File: src/rtl/unified_mem_arbiter_pkg.sv
// Shared definitions for the unified instruction/data memory arbiter:
// FSM state encoding and the grant encoding used when picking a winner.
package unified_mem_arbiter_pkg;

    // FSM state encoding. Kept as plain 2-bit constants so the encoding
    // stays stable for older tools and any code that decodes the state.
    typedef logic [1:0] state_t;

    localparam state_t ST_IDLE    = 2'd0;
    localparam state_t ST_IF_BUSY = 2'd1;
    localparam state_t ST_DM_BUSY = 2'd2;

    // Grant encoding: which requester won arbitration in IDLE.
    localparam logic GNT_IF = 1'b0;
    localparam logic GNT_DM = 1'b1;

endpackage

File: src/rtl/unified_mem_arbiter.sv
// Arbiter sharing one single-ported, variable-latency memory between the
// fetch stage (instruction reads) and the MEM stage (loads/stores).
// Accesses are serialised through IDLE -> IF_BUSY/DM_BUSY -> IDLE, and
// combinational stall requests hold each requester until its valid pulse.
module unified_mem_arbiter #(
    parameter int ADDR_W = 32,
    parameter int DATA_W = 32
) (
    input  logic              clk,
    input  logic              rst_n,
    // Fetch port
    input  logic              if_req,
    input  logic [ADDR_W-1:0] if_addr,
    output logic [DATA_W-1:0] if_rdata,
    output logic              if_valid,
    // Data port
    input  logic              dm_req,
    input  logic              dm_we,
    input  logic [ADDR_W-1:0] dm_addr,
    input  logic [DATA_W-1:0] dm_wdata,
    output logic [DATA_W-1:0] dm_rdata,
    output logic              dm_valid,
    // Memory port
    output logic              mem_req,
    output logic              mem_we,
    output logic [ADDR_W-1:0] mem_addr,
    output logic [DATA_W-1:0] mem_wdata,
    input  logic [DATA_W-1:0] mem_rdata,
    input  logic              mem_ack,
    // Pipeline stall requests
    output logic              stall_if,
    output logic              stall_mem
);

    import unified_mem_arbiter_pkg::*;

    state_t            state_q,     state_d;
    logic              fair_q,      fair_d;
    logic              mem_req_q,   mem_req_d;
    logic              mem_we_q,    mem_we_d;
    logic [ADDR_W-1:0] mem_addr_q,  mem_addr_d;
    logic [DATA_W-1:0] mem_wdata_q, mem_wdata_d;
    logic [DATA_W-1:0] if_rdata_q,  if_rdata_d;
    logic [DATA_W-1:0] dm_rdata_q,  dm_rdata_d;
    logic              if_valid_q,  if_valid_d;
    logic              dm_valid_q,  dm_valid_d;

    logic              gnt_vld;
    logic              gnt_sel;

    // Next-state logic: arbitration in IDLE, completion handling when busy.
    always_comb begin
        // NOTE: every signal gets a default before the case so no path
        // leaves one unassigned, which would otherwise infer a latch.
        state_d     = state_q;
        fair_d      = fair_q;
        mem_req_d   = mem_req_q;
        mem_we_d    = mem_we_q;
        mem_addr_d  = mem_addr_q;
        mem_wdata_d = mem_wdata_q;
        if_rdata_d  = if_rdata_q;
        dm_rdata_d  = dm_rdata_q;
        if_valid_d  = 1'b0;
        dm_valid_d  = 1'b0;
        gnt_vld     = 1'b0;
        gnt_sel     = GNT_DM;

        case (state_q)
            ST_IDLE: begin
                // Data wins unless fetch is also waiting and data had the
                // previous grant; this stops store bursts starving fetch.
                // A stray mem_ack here is simply not looked at.
                if (dm_req && !(if_req && fair_q)) begin
                    gnt_vld = 1'b1;
                    gnt_sel = GNT_DM;
                end else if (if_req) begin
                    gnt_vld = 1'b1;
                    gnt_sel = GNT_IF;
                end

                if (gnt_vld) begin
                    mem_req_d = 1'b1;
                    if (gnt_sel == GNT_DM) begin
                        state_d     = ST_DM_BUSY;
                        fair_d      = 1'b1;
                        mem_we_d    = dm_we;
                        mem_addr_d  = dm_addr;
                        mem_wdata_d = dm_wdata;
                    end else begin
                        state_d    = ST_IF_BUSY;
                        fair_d     = 1'b0;
                        mem_we_d   = 1'b0;
                        mem_addr_d = if_addr;
                    end
                end
            end

            ST_IF_BUSY: begin
                if (mem_ack) begin
                    if_rdata_d = mem_rdata;
                    if_valid_d = 1'b1;
                    mem_req_d  = 1'b0;
                    state_d    = ST_IDLE;
                end
            end

            ST_DM_BUSY: begin
                if (mem_ack) begin
                    // Stores complete with a valid pulse but keep the last
                    // load result intact.
                    if (!mem_we_q) begin
                        dm_rdata_d = mem_rdata;
                    end
                    dm_valid_d = 1'b1;
                    mem_req_d  = 1'b0;
                    state_d    = ST_IDLE;
                end
            end

            default: begin
                state_d   = ST_IDLE;
                mem_req_d = 1'b0;
            end
        endcase
    end

    // State and output registers; reset abandons any in-flight access.
    always_ff @(posedge clk or negedge rst_n) begin
        if (!rst_n) begin
            state_q     <= ST_IDLE;
            fair_q      <= 1'b0;
            mem_req_q   <= 1'b0;
            mem_we_q    <= 1'b0;
            mem_addr_q  <= '0;
            mem_wdata_q <= '0;
            if_rdata_q  <= '0;
            dm_rdata_q  <= '0;
            if_valid_q  <= 1'b0;
            dm_valid_q  <= 1'b0;
        end else begin
            // NOTE: non-blocking assignments so every flop samples the
            // pre-edge value of the others, independent of statement order.
            state_q     <= state_d;
            fair_q      <= fair_d;
            mem_req_q   <= mem_req_d;
            mem_we_q    <= mem_we_d;
            mem_addr_q  <= mem_addr_d;
            mem_wdata_q <= mem_wdata_d;
            if_rdata_q  <= if_rdata_d;
            dm_rdata_q  <= dm_rdata_d;
            if_valid_q  <= if_valid_d;
            dm_valid_q  <= dm_valid_d;
        end
    end

    assign mem_req   = mem_req_q;
    assign mem_we    = mem_we_q;
    assign mem_addr  = mem_addr_q;
    assign mem_wdata = mem_wdata_q;
    assign if_rdata  = if_rdata_q;
    assign dm_rdata  = dm_rdata_q;
    assign if_valid  = if_valid_q;
    assign dm_valid  = dm_valid_q;

    // Stalls drop in the valid cycle so the pipeline advances exactly once.
    assign stall_if  = if_req & ~if_valid_q;
    assign stall_mem = dm_req & ~dm_valid_q;

endmodule

File: config.mk
export PLATFORM = sky130hd
export DESIGN_NAME = unified_mem_arbiter
export DESIGN_NICKNAME = d
export VERILOG_FILES = /design/src/rtl/unified_mem_arbiter_pkg.sv /design/src/rtl/unified_mem_arbiter.sv
export SDC_FILE = /design/constraint.sdc
export NUM_CORES = 1
export LEC_CHECK = 0
export CAP_MARGIN = 15
export CORE_MARGIN = 2
export CORE_UTILIZATION = 41
export CTS_CLUSTER_DIAMETER = 150
export DETAILED_ROUTE_END_ITERATION = 8
export PLACE_DENSITY_LB_ADDON = 0.05
export SETUP_SLACK_MARGIN = 0.2
export SKIP_CTS_REPAIR_TIMING = 1
export SYNTH_ARGS = -nofsm -noshare
export SYNTH_HDL_FRONTEND = slang
export SYNTH_SLANG_ARGS = --single-unit
File: constraint.sdc
create_clock -name clk -period 2.14 [get_ports clk]
set_input_delay 0.428 -clock clk [delete_from_list [all_inputs] [get_ports clk]]
set_output_delay 0.428 -clock clk [all_outputs]
set_load 0.05 [all_outputs]
==> summary.txt, run 1 <==
PWR
----------------------------------------------------------------------------------
Maximum VDD drop ....................................................       944 µV
Switch share ........................................................        46.3%
Relative contribution of sequential cells to total power ............        25.4%
Areal power density over the cells ..................................  1860 nW/µm²
Proportion of power drawn by the clock network ......................        16.5%
PnR Total Power .....................................................      17.6 mW
Combinational cell fraction of total power ..........................        58.1%
Leak ................................................................      5.10 nW
Internal Dissipation ................................................      9.47 mW
Net switching component of the power ................................      8.16 mW

CLOCK NETWORK
----------------------------------------------------------------------------------
Root buffer cell .................................................... sky130_fd_sc_hd__clkbuf_16
Total clock sinks ...................................................          135
Clock insertion delay at the later pin of the skew report ...........      0.41 ns
CTS HTree Levels ....................................................            4
Clock Path Buffers ..................................................            2
TritonCTS clock tree ................................................        built
Register clock-pin slew on the reported worst setup and hold paths ..      0.05 ns
Number of CTS-inserted buffers ......................................           17

CRITICAL PATH
----------------------------------------------------------------------------------
Kind of critical path ............................................... input pin to output pin
Kind of end point of the critical path ..............................   output pin
Worst-path cell chain ............................................... clkdlybuf4s50_1, nor2b_1, buf_12
Crit Reg-Reg Startpoint .............................................   state_q[0]
Worst Setup SP ......................................................       dm_req
Largest stage delay, worst path .....................................      0.51 ns
Family of cells with the greatest summed delay on the critical path . buffers and inverters
Critical Path AT ....................................................      1.35 ns
Critical Path RT ....................................................      1.71 ns
CP max-delay cell ................................................... sky130_fd_sc_hd__clkdlybuf4s50_1
Highest net fanout along the worst path .............................            3
Setup crit start kind ...............................................    input pin
Buf/Inv on CP .......................................................            2

TIMING
----------------------------------------------------------------------------------
Worst-case setup margin in the final layout .........................     0.365 ns
Finish-stage setup viols ............................................            0
Highest clock rate ..................................................      563 MHz
Sum Neg Setup Slack .................................................         0 ns
Remaining max-slew budget at the tightest pin .......................        60.8%
Pin slew with the least headroom to its limit .......................     0.588 ns
Setup repair after global routing missed its margin .................           no
Final period demand of the worst path ...............................      1.77 ns
Clock skew ..........................................................   0.00526 ns
Pins Over Slew Limit ................................................            0
Final hold vios .....................................................            0
Crit share post-route ...............................................        82.9%
Min Hold Slack ......................................................     0.486 ns

PLACEMENT
----------------------------------------------------------------------------------
Total of buffers placed on input and output ports ...................          267
Placed cell count ...................................................          849
Final GP Congestion .................................................        0.758
Instance area at placement ..........................................     8550 µm²
HPWL Detailed .......................................................      11.3 mm
Dpl ws ..............................................................     0.130 ns

GRT
----------------------------------------------------------------------------------
Number of global-route vias before repair ...........................         4749
Antenna violations before repair ....................................            0
Wire length of the first global-routing pass ........................      25.4 mm
GRT Total Usage .....................................................        22.7%
Largest net degree at the start of global routing ...................           52
Grt ovf .............................................................            0

DETAILED ROUTING
----------------------------------------------------------------------------------
Total length of routed wires ........................................      16.5 mm
Total vias in the final route .......................................         4467
Initial drt markers .................................................          202
Detail Route Antenna Nets ...........................................            0
Post-DR wirelength/cell .............................................      18.8 µm
Post-route DRC ......................................................            0
Initial DRT Pass Iterations .........................................            5
Detailed-route vias per instance ....................................         5.07

YOSYS
----------------------------------------------------------------------------------
EDFF count, synth ...................................................            0
Synth async-reset ratio .............................................         100%
Predominant post-synthesis flop cell ................................ sky130_fd_sc_hd__dfrtp_1
Proportion of synthesized chip area in sequential cells .............        60.6%
Cell area after synthesis ...........................................     5570 µm²
Distinct cell type count after synthesis ............................           30
Count of synthesis-stage warnings from yosys ........................            0
Number of instances in the synthesized netlist ......................          420
Mean post-synth cell area ...........................................     13.3 µm²
Number of flip-flops and latches in the synthesized netlist .........          135
Mapped Nets .........................................................          557

FLOORPLANNING
----------------------------------------------------------------------------------
Height of the chip ..................................................       121 µm
Cell row count ......................................................           42
Core Footprint ......................................................    13200 µm²
Effective utilization at floorplan ..................................        42.1%
Die footprint .......................................................    14500 µm²
Die width ...........................................................       121 µm
I/O pin cnt .........................................................          268

RUN
----------------------------------------------------------------------------------
Max-cap check violation count .......................................            0

FINISH
----------------------------------------------------------------------------------
ANT cells ...........................................................            0
Final non-filler cell area ..........................................     9480 µm²
Fraction of final layout cells with drive strength greater than 1 ...        21.0%
Layout overhead on the synthesized area .............................        70.1%
Leading cell types in the layout, fill and taps excluded ............ 135 x sky130_fd_sc_hd__dfrtp_1, 132 x sky130_fd_sc_hd__dlymetal6s2s_1, 131 x sky130_fd_sc_hd__clkdlybuf4s50_1, 66 x sky130_fd_sc_hd__mux2_2, 34 x sky130_fd_sc_hd__nor2_1
Fill count ..........................................................          929
Final net count .....................................................          830
Leading cell type in the layout, fill and taps excluded ............. sky130_fd_sc_hd__dfrtp_1
Utilization after layout ............................................        71.6%
Non-filler cells, final .............................................          881

OUTCOME
----------------------------------------------------------------------------------
Status ..............................................................    completed

WORST HOLD PATH
----------------------------------------------------------------------------------
Worst hold path type ................................................ register to register
Startpoint of the worst hold path ...................................      mem_req

[power groups by stage]
stage	clock, mW	sequential, mW	combinational [mW]
floorplan	0	8.96	2.29
global placement	0	4.47	10.3
detailed placement	0	4.58	10.4
CTS	2.97	4.54	10.4
global route	3.09	4.65	10.7
finish	2.91	4.48	10.2
[worst paths after layout]
check                           endpoint  cells after the start  slack (ns)
min reg2reg                      mem_req                      1        0.49
min                              mem_req                      1        0.49
min in group asynchronous  mem_wdata[23]                      2        0.54
max in group asynchronous   mem_addr[25]                      3        0.96
max reg2reg                 mem_wdata[1]                      5        0.40
max                            stall_mem                      3        0.37
[final cells by class]
class	instances	area [µm²]	area share [%]
sequential	135	3380	35.6
timing repair buffer	285	3260	34.4
multi-input combinational	250	2020	21.3
clock buffer	22	464	4.90
tap	176	220	2.32
clock inverter	9	125	1.32
inverter	4	15.0	0.158
[synthesized netlist by cell type, types with 4 or more instances]
| cell | count | area, µm² |
|---|---|---|
| sky130_fd_sc_hd__a21oi_1 | 33 | 165 |
| sky130_fd_sc_hd__a31oi_1 | 32 | 200 |
| sky130_fd_sc_hd__buf_2 | 10 | 50.1 |
| sky130_fd_sc_hd__buf_6 | 4 | 45.0 |
| sky130_fd_sc_hd__clkbuf_1 | 12 | 45.0 |
| sky130_fd_sc_hd__dfrtp_1 | 135 | 3380 |
| sky130_fd_sc_hd__inv_1 | 4 | 15.0 |
| sky130_fd_sc_hd__mux2_2 | 66 | 743 |
| sky130_fd_sc_hd__mux2_4 | 29 | 435 |
| sky130_fd_sc_hd__nor2_1 | 35 | 131 |
| sky130_fd_sc_hd__o21ai_0 | 32 | 160 |
[metal layers]
metal / share of wire, % / vias up / global-route usage [%]
li1: - / 2052 / -
met1: 38 / 2196 / 26.5
met2: 51 / 195 / 37.7
met3: 9.4 / 24 / 8.77
met4: 1.9 / 0 / 9.16
met5: 0 / - / 0
[sequential cells by signal, summed over array words and instances (netlist names)]
signal,count
dm_rdata,32
if_rdata,32
mem_addr,32
mem_wdata,32
state_q,2
dm_valid,1
fair_q,1
if_valid,1
mem_req,1
mem_we,1
[cells by family after synthesis]
family | synth area share [%]
AOI/OAI and AO/OA | 10.5
adders and majority gates | 0.674
buffers and inverters | 3.21
DFF | 60.6
muxes | 21.4
and+or+nand+nor | 3.66
No activity file was read; power rests on OpenSTA's default activity.
==> inputs of run 2 (changes only) <==
CORE_UTILIZATION = 37   (was 41)
clock period = 1.59 ns   (was 2.14 ns; I/O delays follow)
==> run 2 against run 1 <==
Wire length rose by 4.9%. Die area increased by 10%. Non-clock buffer count increased by 24.
==> summary.txt, run 2 (synthesis results as in run 1) <==
FLOORPLANNING
----------------------------------------------------------------------------------
Effective utilization at floorplan ..................................        38.0%
Die width ...........................................................       127 µm
Height of the chip ..................................................       127 µm
I/O pin cnt .........................................................          268
Die footprint .......................................................    16100 µm²
Core Footprint ......................................................    14600 µm²
Cell row count ......................................................           44

CLOCK NETWORK
----------------------------------------------------------------------------------
Clock Path Buffers ..................................................            2
Clock insertion delay at the later pin of the skew report ...........      0.41 ns
TritonCTS clock tree ................................................        built
CTS HTree Levels ....................................................            4
Number of CTS-inserted buffers ......................................           17
Register clock-pin slew on the reported worst setup and hold paths ..      0.06 ns
Root buffer cell .................................................... sky130_fd_sc_hd__clkbuf_16
Total clock sinks ...................................................          135

FINISH
----------------------------------------------------------------------------------
ANT cells ...........................................................            0
Final non-filler cell area ..........................................     9530 µm²
Final net count .....................................................          854
Utilization after layout ............................................        65.1%
Leading cell types in the layout, fill and taps excluded ............ 143 x sky130_fd_sc_hd__buf_4, 134 x sky130_fd_sc_hd__dfrtp_1, 130 x sky130_fd_sc_hd__clkdlybuf4s50_1, 60 x sky130_fd_sc_hd__mux2_4, 35 x sky130_fd_sc_hd__mux2_2
Leading cell type in the layout, fill and taps excluded ............. sky130_fd_sc_hd__buf_4
Fraction of final layout cells with drive strength greater than 1 ...        45.6%
Layout overhead on the synthesized area .............................        71.0%

DETAILED ROUTING
----------------------------------------------------------------------------------
Total length of routed wires ........................................      17.3 mm
Initial DRT Pass Iterations .........................................            4
Post-route DRC ......................................................            0
Detail Route Antenna Nets ...........................................            0
Detailed-route vias per instance ....................................         5.04
Initial drt markers .................................................          145
Post-DR wirelength/cell .............................................      19.0 µm
Total vias in the final route .......................................         4606

GRT
----------------------------------------------------------------------------------
GRT Total Usage .....................................................        20.3%
Number of global-route vias before repair ...........................         4670
Largest net degree at the start of global routing ...................           50
Grt ovf .............................................................            0
Antenna violations before repair ....................................            0
Wire length of the first global-routing pass ........................      25.5 mm

CRITICAL PATH
----------------------------------------------------------------------------------
Buf/Inv on CP .......................................................            2
Critical Path RT ....................................................      1.88 ns
Kind of end point of the critical path ..............................     register
Worst-path cell chain ............................................... inv_2, ha_2, and2_4, nand2b_4, buf_12, mux2_2
Family of cells with the greatest summed delay on the critical path .   flip-flops
Crit Reg-Reg Startpoint .............................................   state_q[0]
Largest stage delay, worst path .....................................      0.38 ns
Highest net fanout along the worst path .............................           13
CP max-delay cell ................................................... sky130_fd_sc_hd__dfrtp_1
Worst Setup SP ......................................................   state_q[0]
Setup crit start kind ...............................................     register
Critical Path AT ....................................................      1.85 ns
Kind of critical path ............................................... register to register

TIMING
----------------------------------------------------------------------------------
Final hold vios .....................................................            0
Crit share post-route ...............................................        98.1%
Pin slew with the least headroom to its limit .......................     0.469 ns
Final period demand of the worst path ...............................      1.56 ns
Min Hold Slack ......................................................     0.360 ns
Clock skew ..........................................................   0.00902 ns
Highest clock rate ..................................................      641 MHz
Remaining max-slew budget at the tightest pin .......................        68.8%
Finish-stage setup viols ............................................            0
Setup repair after global routing missed its margin .................          yes
Sum Neg Setup Slack .................................................         0 ns
Pins Over Slew Limit ................................................            0

PLACEMENT
----------------------------------------------------------------------------------
Instance area at placement ..........................................     8430 µm²
Total of buffers placed on input and output ports ...................          267
Final GP Congestion .................................................        0.800
HPWL Detailed .......................................................      11.4 mm

PWR
----------------------------------------------------------------------------------
Maximum VDD drop ....................................................      1290 µV
Leak ................................................................      4.36 nW
Areal power density over the cells ..................................  2570 nW/µm²

RUN
----------------------------------------------------------------------------------
Max-cap check violation count .......................................            0

WORST HOLD PATH
----------------------------------------------------------------------------------
Worst hold path type ................................................ input pin to asynchronous set/reset pin

OUTCOME
----------------------------------------------------------------------------------
Status ..............................................................    completed

## run 2: cell count changes in the layout (fill, tap and decap cells not counted), sizes merged
| cell | previous run | this run |
|---|---|---|
| clkinv | 4 | 7 |
| clkbuf | 22 | 24 |
| inv | 4 | 6 |
| clkdlybuf4s50 | 131 | 130 |
| clkinvlp | 2 | 4 |
| bufinv | 3 | 1 |
| dlymetal6s2s | 132 | 2 |
| buf | 21 | 170 |
## run 2: layout make-up
| type | instances | area [µm²] |
|---|---|---|
| multi-input combinational | 250 | 2320 |
| tap | 184 | 230 |
| timing repair buffer | 309 | 3020 |
| clock inverter | 14 | 125 |
| sequential | 135 | 3380 |
| inverter | 4 | 18.8 |
| fill | 1134 | 5110 |
| clock buffer | 18 | 439 |
## run 2: worst paths after layout
| kind | end | slack [ns] | cells after the start |
|---|---|---|---|
| setup reg to reg | dm_rdata[19] | 0.03 | 6 |
| hold / removal | dm_rdata[4] | 0.36 | 2 |
| min in group clk | fair_q | 0.42 | 4 |
| hold reg to reg | dm_rdata[6] | 0.51 | 1 |
| max in group asynchronous | if_rdata[6] | 0.62 | 3 |
| setup / recovery | dm_rdata[19] | 0.03 | 6 |
## run 2: power breakdown
| group | switching [mW] | internal (mW) | total, mW |
|---|---|---|---|
| sequential | 1.03 | 5.19 | 6.22 |
| combinational | 8.99 | 5.54 | 14.5 |
| clock | 1.54 | 2.20 | 3.74 |
## run 2: per-stage QoR
step	instances	setup slack [ns]	total power [mW]
3_3_place_gp	864	-0.220	19.7
6_report	914	0.0309	24.5
2_1_floorplan	420	0.0142	15.3
4_1_cts	896	-0.211	23.7
5_1_grt	914	-0.0264	25.5
3_5_place_dp	864	-0.263	19.9
## run 2: routing by layer
| layer | wire length (µm) | up-vias | track usage (%) | share of wire (%) |
|---|---|---|---|---|
| li1 | - | 2095 | - | - |
| met1 | 7410 | 2310 | 24.7 | 43 |
| met2 | 8250 | 183 | 33.6 | 48 |
| met3 | 1430 | 18 | 8.56 | 8.2 |
| met4 | 249 | 0 | 5.37 | 1.4 |
| met5 | 0 | - | 0 | 0 |
==> inputs of run 3 (changes only) <==
RECOVER_POWER = 50   (was default)
==> run 3 against run 2 <==
Sequential share of layout area is 0.070 points higher. Sequential power hardly changed. Non-clock buffer count stayed put. Cell count stayed put. Setup slack hardly changed. Combinational power hardly changed. Core utilization is 0.13 points lower. Via count hardly changed. Fmax hardly changed. Hold slack better by 0.060 ns. Power hardly changed.
==> summary.txt, run 3 (synthesis results as in run 1) <==
TIMING
----------------------------------------------------------------------------------
Remaining max-slew budget at the tightest pin .......................        42.5%
Worst-case setup margin in the final layout .........................    0.0306 ns
Sum Neg Setup Slack .................................................         0 ns
Setup repair after global routing missed its margin .................          yes
Final hold vios .....................................................            0
Crit share post-route ...............................................        98.1%
Min Hold Slack ......................................................     0.420 ns
Finish-stage setup viols ............................................            0
Final period demand of the worst path ...............................      1.56 ns
Pin slew with the least headroom to its limit .......................     0.862 ns
Clock skew ..........................................................   0.00904 ns
Pins Over Slew Limit ................................................            0
Highest clock rate ..................................................      641 MHz

DETAILED ROUTING
----------------------------------------------------------------------------------
Detailed-route vias per instance ....................................         5.04
Detail Route Antenna Nets ...........................................            0
Total vias in the final route .......................................         4608
Post-route DRC ......................................................            0
Initial drt markers .................................................          145
Total length of routed wires ........................................      17.3 mm
Post-DR wirelength/cell .............................................      19.0 µm
Initial DRT Pass Iterations .........................................            4

CRITICAL PATH
----------------------------------------------------------------------------------
Slack of the worst reg-to-reg path ..................................      0.03 ns
Buf/Inv on CP .......................................................            2
Worst-path cell chain ............................................... inv_2, ha_2, and2_4, nand2b_4, buf_12, mux2_2
Kind of critical path ............................................... register to register
CP max-delay cell ................................................... sky130_fd_sc_hd__dfrtp_1
Critical Path AT ....................................................      1.85 ns
Kind of end point of the critical path ..............................     register
Largest stage delay, worst path .....................................      0.38 ns
Setup crit start kind ...............................................     register
Family of cells with the greatest summed delay on the critical path .   flip-flops
Critical Path RT ....................................................      1.88 ns
Highest net fanout along the worst path .............................           13

PWR
----------------------------------------------------------------------------------
Areal power density over the cells ..................................  2570 nW/µm²
Maximum VDD drop ....................................................      1290 µV
Leak ................................................................      4.35 nW
PnR Total Power .....................................................      24.5 mW

CLOCK NETWORK
----------------------------------------------------------------------------------
Clock insertion delay at the later pin of the skew report ...........      0.41 ns
CTS HTree Levels ....................................................            4
Number of CTS-inserted buffers ......................................           17
TritonCTS clock tree ................................................        built
Clock Path Buffers ..................................................            2
Total clock sinks ...................................................          135
Register clock-pin slew on the reported worst setup and hold paths ..      0.06 ns
Root buffer cell .................................................... sky130_fd_sc_hd__clkbuf_16

GRT
----------------------------------------------------------------------------------
Largest net degree at the start of global routing ...................           50
Number of global-route vias before repair ...........................         4670
GRT Total Usage .....................................................        20.3%
Wire length of the first global-routing pass ........................      25.5 mm
Antenna violations before repair ....................................            0
Grt ovf .............................................................            0

PLACEMENT
----------------------------------------------------------------------------------
Instance area at placement ..........................................     8430 µm²
Dpl ws ..............................................................    -0.263 ns
Placed cell count ...................................................          864
HPWL Detailed .......................................................      11.4 mm
Final GP Congestion .................................................        0.800
Total of buffers placed on input and output ports ...................          267

WORST HOLD PATH
----------------------------------------------------------------------------------
Worst hold path type ................................................ input pin to register

FINISH
----------------------------------------------------------------------------------
Final non-filler cell area ..........................................     9510 µm²
Non-filler cells, final .............................................          914
Layout overhead on the synthesized area .............................        70.7%
Leading cell type in the layout, fill and taps excluded ............. sky130_fd_sc_hd__buf_4
Utilization after layout ............................................        64.9%
ANT cells ...........................................................            0
Final net count .....................................................          854
Leading cell types in the layout, fill and taps excluded ............ 142 x sky130_fd_sc_hd__buf_4, 134 x sky130_fd_sc_hd__dfrtp_1, 130 x sky130_fd_sc_hd__clkdlybuf4s50_1, 60 x sky130_fd_sc_hd__mux2_4, 35 x sky130_fd_sc_hd__mux2_2
Fraction of final layout cells with drive strength greater than 1 ...        45.5%

RUN
----------------------------------------------------------------------------------
Max-cap check violation count .......................................            0

FLOORPLANNING
----------------------------------------------------------------------------------
I/O pin cnt .........................................................          268
Die width ...........................................................       127 µm
Height of the chip ..................................................       127 µm
Effective utilization at floorplan ..................................        38.0%
Cell row count ......................................................           44
Die footprint .......................................................    16100 µm²
Core Footprint ......................................................    14600 µm²

OUTCOME
----------------------------------------------------------------------------------
Status ..............................................................    completed

## run 3: changes by cell type in the layout (fill, tap and decap cells not counted), sizes merged
cell	change
clkbuf	+2
buf	-2
## run 3: power by group
| part | total, mW | switching, mW | internal, mW |
|---|---|---|---|
| logic | 14.5 | 8.98 | 5.54 |
| clock network | 3.74 | 1.54 | 2.20 |
| registers | 6.22 | 1.03 | 5.19 |
| total | 24.5 | 11.6 | 12.9 |
## run 3: final cells by class
| type | count | area (µm²) |
|---|---|---|
| clock buffer | 18 | 439 |
| clock inverter | 14 | 125 |
| fill | 1141 | 5130 |
| inverter | 4 | 18.8 |
| multi-input combinational | 250 | 2320 |
| sequential | 135 | 3380 |
| tap | 184 | 230 |
| timing repair buffer | 309 | 3000 |
## run 3: final timing paths
| kind | to | from | cells after the start |
|---|---|---|---|
| worst max-delay path | dm_rdata[19] | state_q[0] | 6 |
| worst min-delay path | fair_q | if_req | 4 |
| worst max register to register | dm_rdata[19] | state_q[0] | 6 |
| worst min register to register | dm_rdata[6] | dm_rdata[6] | 1 |
| max in group asynchronous | if_rdata[1] | rst_n | 3 |
| min in group asynchronous | dm_rdata[4] | rst_n | 2 |
## run 3: per-layer routing
layer	GRT usage (%)	vias to the layer above	wire length [µm]
li1	-	2095	-
met1	24.7	2308	7400
met2	33.6	187	8250
met3	8.56	18	1430
met4	5.37	0	249
met5	0	-	0
## run 3: tightest hold or removal path, stage by stage
cell                             delay [ns]
sky130_fd_sc_hd__dlymetal6s2s_1        0.20
sky130_fd_sc_hd__nand2_2               0.11
sky130_fd_sc_hd__nand3_1               0.10
sky130_fd_sc_hd__nand2_1               0.07
